## src/rtl/alu_issue_ctrl.sv

```systemverilog
// Issue/write-back controller wrapped around a combinational 16-bit ALU.
// Holds an 8 x 16 register file and runs one instruction per IDLE->EXEC->WB pass.
module alu_issue_ctrl (
   input  logic        clk,
   input  logic        rst_n,
   input  logic        instr_valid,
   output logic        instr_ready,
   input  logic [3:0]  instr_op,
   input  logic [2:0]  instr_rd,
   input  logic [2:0]  instr_rs1,
   input  logic [2:0]  instr_rs2,
   input  logic [15:0] instr_imm,
   output logic [15:0] alu_a,
   output logic [15:0] alu_b,
   output logic [3:0]  alu_sel,
   input  logic [15:0] alu_result,
   input  logic        alu_carry,
   input  logic        alu_zero,
   input  logic        alu_negative,
   input  logic        alu_overflow,
   output logic        wb_valid,
   output logic [2:0]  wb_rd,
   output logic [15:0] wb_data,
   output logic [3:0]  flags_q
);

   localparam logic [3:0] OP_LDI = 4'd15;

   typedef enum logic [1:0] {
      IDLE = 2'd0,
      EXEC = 2'd1,
      WB   = 2'd2
   } state_t;

   state_t      state_reg;
   state_t      state_next;
   logic [3:0]  op_reg;
   logic [2:0]  rd_reg;
   logic [15:0] imm_reg;
   logic [3:0]  flags_hold_reg;
   logic [15:0] rf [8];
   logic        accept;
   logic        is_ldi;

   assign accept = instr_valid && instr_ready;
   assign is_ldi = (op_reg == OP_LDI);

   always_ff @(posedge clk or negedge rst_n) begin
      if (!rst_n) state_reg <= IDLE;
      else        state_reg <= state_next;
   end

   // wb_valid decodes straight from the state register so it drops as soon as reset asserts
   always_comb begin
      state_next  = state_reg;
      instr_ready = 1'b0;
      wb_valid    = 1'b0;
      case (state_reg)
         IDLE: begin
            instr_ready = 1'b1;
            if (instr_valid) state_next = EXEC;
         end
         EXEC: state_next = WB;
         WB: begin
            wb_valid   = 1'b1;
            state_next = IDLE;
         end
         default: state_next = IDLE;
      endcase
   end

   // Sources are read here, before this instruction's own write-back can alias them
   always_ff @(posedge clk or negedge rst_n) begin
      if (!rst_n) begin
         op_reg  <= '0;
         rd_reg  <= '0;
         imm_reg <= '0;
         alu_a   <= '0;
         alu_b   <= '0;
         alu_sel <= '0;
      end else if (accept) begin
         op_reg <= instr_op;
         rd_reg <= instr_rd;
         alu_a  <= rf[instr_rs1];
         alu_b  <= rf[instr_rs2];
         if (instr_op == OP_LDI) imm_reg <= instr_imm;
         else                    alu_sel <= instr_op;
      end
   end

   // wb_data doubles as the result hold register and keeps its value after WB
   always_ff @(posedge clk or negedge rst_n) begin
      if (!rst_n) begin
         wb_rd          <= '0;
         wb_data        <= '0;
         flags_hold_reg <= '0;
      end else if (state_reg == EXEC) begin
         wb_rd <= rd_reg;
         if (is_ldi) begin
            wb_data <= imm_reg;
         end else begin
            wb_data        <= alu_result;
            flags_hold_reg <= {alu_carry, alu_zero, alu_negative, alu_overflow};
         end
      end
   end

   always_ff @(posedge clk or negedge rst_n) begin
      if (!rst_n) begin
         flags_q <= '0;
      end else if (state_reg == WB && !is_ldi) begin
         flags_q <= flags_hold_reg;
      end
   end

   always_ff @(posedge clk or negedge rst_n) begin
      if (!rst_n) begin
         for (int i = 0; i < 8; i++) rf[i] <= '0;
      end else if (state_reg == WB) begin
         rf[rd_reg] <= wb_data;
      end
   end

endmodule

```

## config.mk

```make
export PLATFORM = sky130hd
export DESIGN_NAME = alu_issue_ctrl
export DESIGN_NICKNAME = d
export VERILOG_FILES = /design/src/rtl/alu_issue_ctrl.sv
export SDC_FILE = /design/constraint.sdc
export NUM_CORES = 1
export LEC_CHECK = 0
export ABC_AREA = 1
export BUFFER_PORTS_ARGS = -buffer_cell sky130_fd_sc_hd__buf_2
export CELL_PAD_IN_SITES_DETAIL_PLACEMENT = 1
export CELL_PAD_IN_SITES_GLOBAL_PLACEMENT = 2
export CORE_MARGIN = 2
export CORE_UTILIZATION = 37
export CTS_CLUSTER_DIAMETER = 30
export DETAILED_ROUTE_END_ITERATION = 10
export GPL_ROUTABILITY_DRIVEN = 0
export GPL_TIMING_DRIVEN = 0
export PLACE_DENSITY = 0.89
export SYNTH_ARGS = -nofsm -noshare
export SYNTH_HDL_FRONTEND = slang
export SYNTH_SLANG_ARGS = --single-unit
```

## constraint.sdc

```tcl
create_clock -name clk -period 3.71 [get_ports clk]
set_input_delay 0.5565 -clock clk [delete_from_list [all_inputs] [get_ports clk]]
set_output_delay 0.5565 -clock clk [all_outputs]
set_load 0.01 [all_outputs]
```

Yosys cells after proc, flatten, opt, wreduce, memory -nomap -nowiden
Cells that the tools add are included.
Word-level totals
  register bits after elaboration: 216
  bits of input ports: 52
  output and inout port bits: 61
Cells by class
  order comparisons: 4
  equality and inequality tests: 5
  mux-type cells: 14
  bitwise gates (word level): 5
  reductions and logical operators: 8
Operators by type and width (count)
  $bwmux W128: 1
  $bmux W16 S3: 2
  $mux W16: 6
  $demux W16 S3: 1
  $ge A4 B4 Y1 const B: 3
  $not A3 Y4: 3
  $eq A4 B4 Y1 const B: 2
  $reduce_and A2 Y1: 3
  $lt A4 B1 Y1 const B: 1
  $pmux W2 S2: 1
  $logic_and A1 B1 Y1: 3
  $eq A2 B1 Y1 const B: 1
  $eq A2 B2 Y1 const B: 1
  $logic_not A2 Y1: 1
  $mux W1: 2
  $mux W2: 1
  $ne A2 B2 Y1 const B: 1
  $not A1 Y1: 2
  $logic_not A1 Y1: 1

Longest topological paths before layout
Gate-level depths: netlist of run 1.
  depth in word-level cells: 6
  gate-level depth with buffers: 8
  mapped depth without buffers: 7

Worst setup path after synthesis of run 1
Ideal clock, no wire load.
  path type: input to register
  from: in instr_rs1[2]
  to: reg alu_a[0]
  library setup time: 0.117 ns
  arrival: 1.324 ns
  required time: 3.593 ns
  slack: 2.269 ns
  cell stages on the path: 6
  path through: buf_2 -> inv_1 -> clkbuf_1 -> nand3_1 -> nand3_1 -> nand2_1
On the way
  longest elaborated chain between the ends: 4
RTL lines
  start, declared: RTL line 10  | input logic [2:0] instr_rs1,
  $not A3 Y4 (not written as such): RTL line 84  | alu_a <= rf[instr_rs1];
  $bmux W16 S3: RTL line 84
  $mux W16 (not written as such) (2 in series): RTL line 84
  end signal, assigned: RTL line 84
  end, declared: RTL line 13  | output logic [15:0] alu_a,
Every way passes these cells. The select of a mux whose other input is x is not followed.
A chain may end at the register's enable or synchronous reset.

Worst setup path after layout of run 1
  from: reg state_reg[0]
  to: out wb_valid
On the way
  longest elaborated chain between the ends: 2
RTL lines
  start, declared: RTL line 35  | state_t state_reg;
  start signal, assigned: RTL line 50  | else state_reg <= state_next;
  $eq A2 B2 Y1: RTL line 58  | case (state_reg)
  $mux W1: RTL line 58
  end, declared: RTL line 21  | output logic wb_valid,
Every way passes these cells.

==> results.py, run 1 <==
metrics = {
    "timing": {
        "slew_violations": 0,
        "rsz0062_at_grt": "no",
        "fin_worst_hold_slack_ns": 0.0198,
        "setup_viol": 0,
        "min_period_over_period_pct": 53.3,
        "clock_skew_ns": 0.0135,
        "max_clock_freq_ghz": 0.506,
        "hold_viol_final": 0,
        "period_minus_slack_ns": 1.98,
        "worstMarginPinSlew_ns": 0.797,
        "finalWorstSetupSlack_ns": 1.73,
        "maxSlewHeadroom_pct": 46.8,
    },
    "clocking": {
        "path_clk_slew_ns": 0.04,
        "cts.repair.resized": 0,
        "cts_tree": "built",
        "clock_latency_ns": 0.55,
        "cts.sinks": 216,
        "cts_root_buffer": "clkbuf_16",
        "cts_buffers": 50,
        "postCtsSetupBuffers": 0,
        "hold_buffers": 0,
        "clockBufferDepth": 3,
        "cts.htree.levels": 2,
    },
    "run": {
        "drv_cap": 0,
    },
    "drt": {
        "via_per_inst": 5.25,
        "antenna_left": 0,
        "vias": 10600,
        "wl_per_cell_um": 20.8,
        "drt-pass1-iter-count": 5,
        "drc": 0,
        "routed_wl_um": 42000,
        "drt-initial-drc-count": 942,
    },
    "pwr": {
        "power-per-cell-area_mw_per_mm2": 848,
        "power.leakage_nw": 6.96,
        "vdd_drop_max_uv": 377,
    },
    "layout": {
        "layout_commonest_cell": "nand2_1",
        "fillCellCount": 3571,
        "largest_reg_flops": 128,
        "regMostFlops": "rf",
        "num_antenna_cells": 0,
        "final_cell_mix": "nand2_1, nand3_1, dfrtp_1",
        "drive_gt1_share_pct": 14.9,
        "syn2layout_area_growth_pct": 26.5,
        "fin_nets": 1646,
    },
    "yosys": {
        "synth_top_area_share_pct": 50.9,
        "synth_cell_types": 18,
        "synth_area_leaders": "dfrtp_1, nand2_1, nand3_1",
        "syn_avg_cell_area_um2": 7.41,
        "synth_nets": 1485,
        "syn_inst": 1433,
        "syn_area_mm2": 0.0106,
        "yosys.area.top_type": "dfrtp_1",
        "yosys_register_bits": 216,
        "synth_warnings": 0,
        "ys_seq_area_share_pct": 50.9,
    },
    "worst_setup_path": {
        "rrSetupSlack_ns": 1.88,
        "critPathKind": "flop to output pin",
        "start_kind": "flop",
        "cp.arrival_ns": 1.42,
        "path_max_fanout": 5,
        "r2r_start": "state_reg[1]",
        "end_kind": "output pin",
        "r2r-end": "alu_b[9]",
        "rr_worst_depth": 6,
        "required_ns": 3.15,
    },
    "place": {
        "place_ws_ns": 1.61,
        "hpwl_um": 31000,
        "port_buffers": 108,
    },
    "die": {
        "dieHeight_um": 173,
        "coreArea_mm2": 0.0285,
        "num_io_pins": 113,
        "die-area_mm2": 0.0301,
        "die_w_um": 173,
        "num_rows": 62,
        "start_util_pct": 37.3,
    },
    "worst_hold_path": {
        "hold_path.class": "input pin to asynchronous set/reset pin",
    },
    "grt": {
        "first_global_vias": 10800,
        "antenna_found_initial": 0,
        "grt_pass1_wl_um": 65200,
        "grt_overflow": 0,
        "grt_max_degree": 118,
        "grt_usage_pct": 28.4,
    },
    "run_status": {
        "run_status": "complete, no violations",
    },
}
[worst max path at each step]
| stage | start | endpoint | slack, ns | cells after the start |
|---|---|---|---|---|
| 2_1_floorplan | instr_rs1[2] | alu_a[0] | 2.27 | 6 |
| 3_3_place_gp | rst_n | rf[35] | -1.67 | 1 |
| 3_5_place_dp | instr_rs2[0] | alu_b[0] | 1.61 | 8 |
| 4_1_cts | state_reg[0] | wb_valid | 1.71 | 4 |
| 5_1_grt | state_reg[0] | wb_valid | 1.67 | 4 |
| 6_report | state_reg[0] | wb_valid | 1.73 | 4 |
[through the flow]
| step | total power [mW] | setup TNS, ns | instances | cell area (µm²) | util, % |
|---|---|---|---|---|---|
| 6_report | 11.4 | 0 | 2016 | 13400 | 47.2 |
| 5_1_grt | 12.1 | 0 | 2016 | 13400 | 47.2 |
| 4_1_cts | 11.4 | 0 | 2016 | 13400 | 47.2 |
| 3_5_place_dp | 6.82 | 0 | 1926 | 11700 | 41.0 |
| 3_3_place_gp | 6.67 | -357.83 | 1925 | 11600 | 40.9 |
| 2_1_floorplan | 5.49 | 0 | 1433 | 10600 | - |
[logic make-up after synthesis]
group / after synthesis / synth area share, %
AND/OR/NAND/NOR: 786 / 31.0
buffers and inverters: 252 / 9.47
flip-flops: 216 / 50.9
AO/OA/AOI/OAI: 179 / 8.62
[power by group]
part	internal, mW	switching [mW]
registers	3.27	0.631
clock network	3.13	1.38
logic	0.926	2.06
total	7.32	4.08
[critical path, cell delays in order, from the launching register on]
cell and delay (ns):
dfrtp_1 0.38, inv_1 0.09, nand2_1 0.10, inv_2 0.14
buf_2 0.15
[area by class of cell]
type	count	area, µm²	area share, %
buffer	86	383	2.85
clock buffer	69	1410	10.5
clock inverter	21	344	2.56
inverter	166	623	4.64
multi-input combinational	965	4210	31.4
sequential	216	5410	40.2
tap	384	480	3.57
timing repair buffer	109	578	4.30
[per-layer routing]
metal  vias to the layer above  track usage (%)  routed length [µm]
met4                         0             9.18                1290
met2                       504             43.8               18100
met5                         -                0                   0
met1                      5127             40.3               18700
li1                       4886                -                   -
met3                        72             5.39                3830
[cell usage after synthesis]
master / number
buf_2: 36
buf_1: 2
nand2_2: 2
nand3_1: 244
buf_4: 4
nand4_1: 1
a21oi_1: 8
nor2_1: 34
inv_2: 7
o21ai_1: 19
nor2_2: 4
o21ai_0: 136
dfrtp_1: 216
clkbuf_1: 44
nor3_4: 2
nand2_1: 499
o22ai_1: 16
inv_1: 159
Note: power is estimated with default switching activity, not from simulation.
==> run 2: changes to the inputs <==
--- a/config.mk
+++ b/config.mk
@@ -10,12 +10,12 @@
 export CELL_PAD_IN_SITES_DETAIL_PLACEMENT = 1
 export CELL_PAD_IN_SITES_GLOBAL_PLACEMENT = 2
 export CORE_MARGIN = 2
-export CORE_UTILIZATION = 37
+export CORE_UTILIZATION = 34
 export CTS_CLUSTER_DIAMETER = 30
 export DETAILED_ROUTE_END_ITERATION = 10
 export GPL_ROUTABILITY_DRIVEN = 0
 export GPL_TIMING_DRIVEN = 0
-export PLACE_DENSITY = 0.89
+export PLACE_DENSITY = 0.83
 export SYNTH_ARGS = -nofsm -noshare
 export SYNTH_HDL_FRONTEND = slang
 export SYNTH_SLANG_ARGS = --single-unit
==> constraint.sdc (replaced) <==
create_clock -name clk -period 1.9 [get_ports clk]
set_input_delay 0.285 -clock clk [delete_from_list [all_inputs] [get_ports clk]]
set_output_delay 0.285 -clock clk [all_outputs]
set_load 0.01 [all_outputs]
==> run 2 against run 1 <==
  * Worst setup slack got worse by 1.6 ns
  * Combinational power rose by 97%
  * Critical path depth rose by 3
  * Cell area rose by 3.0%
  * Non-clock buffer count rose by 25
  * Largest power group unchanged
  * Clock power rose by 110%
==> results.py, run 2 (synthesis results as in run 1) <==
metrics = {
    "run_status": {
        "run_status": "complete, no violations",
    },
    "layout": {
        "final_cells": 2060,
        "fin_nets": 1673,
        "drive_gt1_share_pct": 15.4,
        "fillCellCount": 3801,
        "layout_commonest_cell": "nand2_1",
        "fin_area_mm2": 0.0138,
        "num_antenna_cells": 0,
        "regMostFlops": "rf",
        "syn2layout_area_growth_pct": 30.3,
        "largest_reg_flops": 128,
        "final_cell_mix": "nand2_1, nand3_1, dfrtp_1",
    },
    "timing": {
        "slew_violations": 0,
        "maxSlewHeadroom_pct": 42.2,
        "clock_skew_ns": 0.0191,
        "rsz0062_at_grt": "no",
        "min_period_over_period_pct": 92.1,
        "max_clock_freq_ghz": 0.572,
        "setup_viol": 0,
        "hold_viol_final": 0,
        "period_minus_slack_ns": 1.75,
        "worstMarginPinSlew_ns": 0.867,
    },
    "die": {
        "coreArea_mm2": 0.0307,
        "start_util_pct": 34.6,
        "num_io_pins": 113,
        "dieHeight_um": 181,
        "num_rows": 64,
        "die-area_mm2": 0.0327,
        "die_w_um": 181,
    },
    "grt": {
        "grt_overflow": 0,
        "grt_usage_pct": 27.0,
        "grt_max_degree": 111,
        "grt_pass1_wl_um": 67800,
        "first_global_vias": 11000,
        "antenna_found_initial": 0,
    },
    "clocking": {
        "cts_buffers": 52,
        "cts.htree.levels": 2,
        "cts_tree": "built",
        "clockBufferDepth": 3,
        "postCtsSetupBuffers": 0,
        "cts.sinks": 216,
        "path_clk_slew_ns": 0.04,
        "clock_latency_ns": 0.56,
        "cts_root_buffer": "clkbuf_16",
    },
    "worst_setup_path": {
        "crit_chain": "inv_1 -> nand2_1 -> inv_2 -> nand2_2 -> nor3_4 -> buf_2 -> o21ai_0",
        "end_kind": "flop",
        "max_stage_delay_ns": 0.38,
        "crit_slowest_cell": "dfrtp_1",
        "start_kind": "flop",
        "required_ns": 2.33,
        "critPathKind": "flop to flop",
        "cp.arrival_ns": 2.18,
        "critical_path.top_delay_family": "buffers and inverters",
        "critPathBufInv": 3,
        "path_max_fanout": 10,
    },
    "pwr": {
        "vdd_drop_max_uv": 883,
        "power.leakage_nw": 7.12,
        "power-per-cell-area_mw_per_mm2": 1660,
        "power_mw": 23.0,
    },
    "drt": {
        "via_per_inst": 5.19,
        "drt-initial-drc-count": 885,
        "m1WireLength_um": 19800,
        "vias": 10700,
        "routed_wl_um": 43800,
        "met3_length_um": 3970,
        "drc": 0,
        "wl_per_cell_um": 21.3,
        "drt-pass1-iter-count": 5,
        "topRoutingLayerUsed": "met4",
        "wl_met2_um": 19100,
        "antenna_left": 0,
    },
    "place": {
        "placed_area_mm2": 0.0117,
        "hpwl_um": 31800,
        "dpl.cell_count": 1938,
        "port_buffers": 108,
    },
    "worst_hold_path": {
        "hold_path.class": "input pin to flop",
    },
    "run": {
        "drv_cap": 0,
    },
}
## run 2: cell count changes in the layout (fill, tap and decap cells not counted), sizes merged, moves of 2 or more
cell	previous run	this run
clkinv	13	11
clkinvlp	1	9
dlygate4sd3	0	25
inv	166	168
## run 2: worst reg2reg max path, cell delays in order (launching register included)
cell and delay [ns]:
dfrtp_1 0.38, inv_1 0.09, nand2_1 0.10, inv_2 0.13, nand2_2 0.10, nor3_4 0.35
buf_2 0.36, o21ai_0 0.12
## run 2: report_power, final
part / leakage (nW) / total (mW) / internal [mW] / switching [mW]
Sequential: 2.77 / 7.64 / 6.38 / 1.26
Combinational: 3.44 / 5.89 / 1.84 / 4.05
Clock: 0.907 / 9.47 / 6.56 / 2.91
Total: 7.12 / 23.0 / 14.8 / 8.22
## run 2: stage by stage
stage	worst slack, ns	hold WS (ns)	setup TNS [ns]	utilization (%)
after floorplan	0.554	-0.0106	0	-
after global placement	-3.33	0.455	-716.30	38.0
after detailed placement	0.0585	0.408	0	38.1
after CTS	0.0848	0.00103	0	45.1
after global routing	0.0133	0.0270	0	45.1
final	0.151	0.0153	0	45.1
## run 2: timing repair
| item | CTS | global route |
|---|---|---|
| resized for setup | 0 | 2 |
| endpoints found under the hold margin | 130 | 0 |
| endpoints found under the setup margin | 0 | 4 |
| hold buffers | 25 | 0 |
## run 2: worst paths after layout
kind	startpoint	to	slack (ns)	depth (start not counted)
max in group asynchronous	rst_n	rf[47]	0.49	3
min reg2reg	imm_reg[8]	imm_reg[8]	0.47	2
min in group asynchronous	rst_n	imm_reg[10]	0.35	2
max	state_reg[0]	rf[38]	0.15	7
min	instr_op[0]	op_reg[0]	0.02	3
max reg2reg	state_reg[0]	rf[38]	0.15	7
## run 2: area by class of cell
| cell class | instances | area, µm² | area share (%) |
|---|---|---|---|
| plain buffers | 86 | 385 | 2.78 |
| clock buffers | 67 | 1480 | 10.7 |
| clock inverters | 30 | 410 | 2.96 |
| inverters | 166 | 623 | 4.50 |
| multi-input cells | 965 | 4220 | 30.5 |
| flip-flops and latches | 216 | 5410 | 39.0 |
| well taps | 396 | 495 | 3.58 |
| repair buffers | 134 | 828 | 5.98 |
## run 2: per-layer routing
| layer | track usage (%) | up-vias |
|---|---|---|
| met3 | 6.65 | 70 |
| met2 | 41.3 | 468 |
| met5 | 0 | - |
| li1 | - | 4940 |
| met4 | 7.13 | 0 |
| met1 | 38.1 | 5219 |
==> run 3: changes to the inputs <==
--- a/config.mk
+++ b/config.mk
@@ -10,12 +10,12 @@
 export CELL_PAD_IN_SITES_DETAIL_PLACEMENT = 1
 export CELL_PAD_IN_SITES_GLOBAL_PLACEMENT = 2
 export CORE_MARGIN = 2
-export CORE_UTILIZATION = 34
+export CORE_UTILIZATION = 31
 export CTS_CLUSTER_DIAMETER = 30
 export DETAILED_ROUTE_END_ITERATION = 10
 export GPL_ROUTABILITY_DRIVEN = 0
 export GPL_TIMING_DRIVEN = 0
-export PLACE_DENSITY = 0.83
+export PLACE_DENSITY = 0.8
 export SYNTH_ARGS = -nofsm -noshare
 export SYNTH_HDL_FRONTEND = slang
 export SYNTH_SLANG_ARGS = --single-unit
==> constraint.sdc (replaced) <==
create_clock -name clk -period 1.4 [get_ports clk]
set_input_delay 0.21 -clock clk [delete_from_list [all_inputs] [get_ports clk]]
set_output_delay 0.21 -clock clk [all_outputs]
set_load 0.01 [all_outputs]
==> run 3 against run 2 <==
  * The run now ends with setup timing left
  * Clock skew increased by 0.014 ns
  * First-iteration DRC count decreased by 2.4%
  * Count of clock-buffer cells in the layout increased by 3
  * Worst hold slack improved by 0.070 ns
  * Sequential power increased by 37%
  * Register-to-register slack got worse by 0.39 ns
  * Largest power group unchanged
==> results.py, run 3 (synthesis results as in run 1) <==
metrics = {
    "drt": {
        "routed_wl_um": 49600,
        "vias": 11200,
        "drc": 0,
        "drt-initial-drc-count": 864,
        "drt-pass1-iter-count": 5,
        "wl_per_cell_um": 22.7,
        "via_per_inst": 5.09,
        "antenna_left": 0,
    },
    "timing": {
        "finalWorstSetupSlack_ns": -0.239,
        "clock_skew_ns": 0.0334,
        "min_period_over_period_pct": 117,
        "hold_viol_final": 0,
        "max_clock_freq_ghz": 0.610,
        "slew_violations": 0,
        "setup_viol": 163,
        "worstMarginPinSlew_ns": 0.775,
        "period_minus_slack_ns": 1.64,
        "rsz0062_at_grt": "yes",
        "maxSlewHeadroom_pct": 48.3,
        "tns_ns": -18.42,
    },
    "grt": {
        "grt_overflow": 0,
        "grt_max_degree": 120,
        "grt_pass1_wl_um": 71100,
        "antenna_found_initial": 0,
        "grt_usage_pct": 26.6,
        "first_global_vias": 11400,
    },
    "clocking": {
        "cts.sinks": 216,
        "cts.htree.levels": 2,
        "cts_root_buffer": "clkbuf_16",
        "path_clk_slew_ns": 0.04,
        "cts_tree": "built",
        "clock_latency_ns": 0.60,
        "clockBufferDepth": 3,
        "cts_buffers": 53,
    },
    "worst_setup_path": {
        "required_ns": 1.19,
        "path_max_fanout": 4,
        "critPathKind": "flop to output pin",
        "cp.arrival_ns": 1.43,
        "start_kind": "flop",
        "end_kind": "output pin",
    },
    "layout": {
        "largest_reg_flops": 128,
        "final_cell_mix": "nand2_1, nand3_1, dfrtp_1",
        "fin_nets": 1749,
        "regMostFlops": "rf",
        "num_antenna_cells": 0,
        "syn2layout_area_growth_pct": 55.4,
        "fin_util_pct": 49.1,
        "layout_commonest_cell": "nand2_1",
        "drive_gt1_share_pct": 32.1,
        "fin_area_mm2": 0.0165,
    },
    "die": {
        "die-area_mm2": 0.0358,
        "num_rows": 67,
        "start_util_pct": 31.6,
        "coreArea_mm2": 0.0336,
        "die_w_um": 189,
        "dieHeight_um": 189,
        "num_io_pins": 113,
    },
    "pwr": {
        "power_mw": 35.1,
        "power-per-cell-area_mw_per_mm2": 2130,
        "internal_power_mw": 22.4,
        "p_switching_mw": 12.8,
        "clockPowerShare_pct": 39.4,
        "pwr-share-comb_pct": 30.7,
        "seqPwrFrac_pct": 29.9,
        "switching_share_pct": 36.3,
        "power.leakage_nw": 8.18,
        "vdd_drop_max_uv": 1310,
    },
    "run_status": {
        "violations": "setup timing",
        "run_status": "complete, but fails checks",
    },
    "place": {
        "hpwl_um": 32500,
        "placed_area_mm2": 0.0118,
        "port_buffers": 108,
    },
    "run": {
        "drv_cap": 0,
    },
    "worst_hold_path": {
        "hold_path.class": "input pin to flop",
    },
}
run 3: cell count changes in the layout (fill, tap and decap cells not counted), sizes merged:
cell,change
clkbuf,-2
buf,+60
clkinvlp,-5
bufinv,+4
clkinv,+4
inv,-3
dlygate4sd3,+19
run 3: power groups by stage:
stage / Clock [mW] / Sequential [mW] / Combinational (mW)
floorplan: 0 / 10.0 / 4.50
global placement: 0 / 10.3 / 7.58
detailed placement: 0 / 10.4 / 7.78
CTS: 14.0 / 10.2 / 8.99
global route: 14.3 / 10.8 / 11.8
finish: 13.8 / 10.5 / 10.8
run 3: repair_timing:
item / 4_1_cts / 5_1_grt
resized for setup: 138 / 412
endpoints found under the hold margin: 144 / 0
hold buffers: 44 / 0
cloned: 5 / 16
pin swaps: 2 / 27
buffers inserted: 28 / 7
setup endpoints to repair: 230 / 336
run 3: metal layers:
layer	global-route usage (%)	vias up	wire (µm)
met5	0	-	0
met4	12.5	0	2240
met3	4.95	123	3100
met2	40.2	423	22500
met1	36.8	5483	21800
li1	-	5122	-
run 3: final timing paths:
check / slack (ns) / end / startpoint / cells past startpoint
min in group asynchronous: 0.16 / imm_reg[9] / rst_n / 2
setup reg to reg: -0.24 / rf[59] / state_reg[0] / 6
max in group asynchronous: 0.22 / rf[75] / rst_n / 3
hold / removal: 0.09 / alu_b[7] / instr_rs2[2] / 4
hold reg to reg: 0.46 / alu_a[1] / alu_a[1] / 2
setup / recovery: -0.24 / wb_valid / state_reg[0] / 4
run 3: critical path, cell delays in order, from the launching register on:
cell and delay (ns):
dfrtp_1 0.42, inv_2 0.12, nand2_4 0.09, inv_6 0.10, buf_6 0.10
run 3: area by class of cell:
cell class,count,area (µm²)
buffer,86,703
timing repair buffer,208,1840
fill,3926,17100
clock buffer,70,1520
inverter,166,654
timing repair inverter,1,16.3
tap,448,561
clock inverter,29,513
sequential,216,5430
multi-input combinational,965,5280
run 3: metrics by stage:
| step | std cells | hold slack (ns) | setup slack [ns] |
|---|---|---|---|
| floorplan | 1433 | -0.0856 | 0.0539 |
| global placement | 1989 | 0.417 | -3.70 |
| detailed placement | 1990 | 0.299 | -0.381 |
| CTS | 2166 | 0.0433 | -0.180 |
| global route | 2189 | 0.0779 | -0.267 |
| finish | 2189 | 0.0854 | -0.239 |
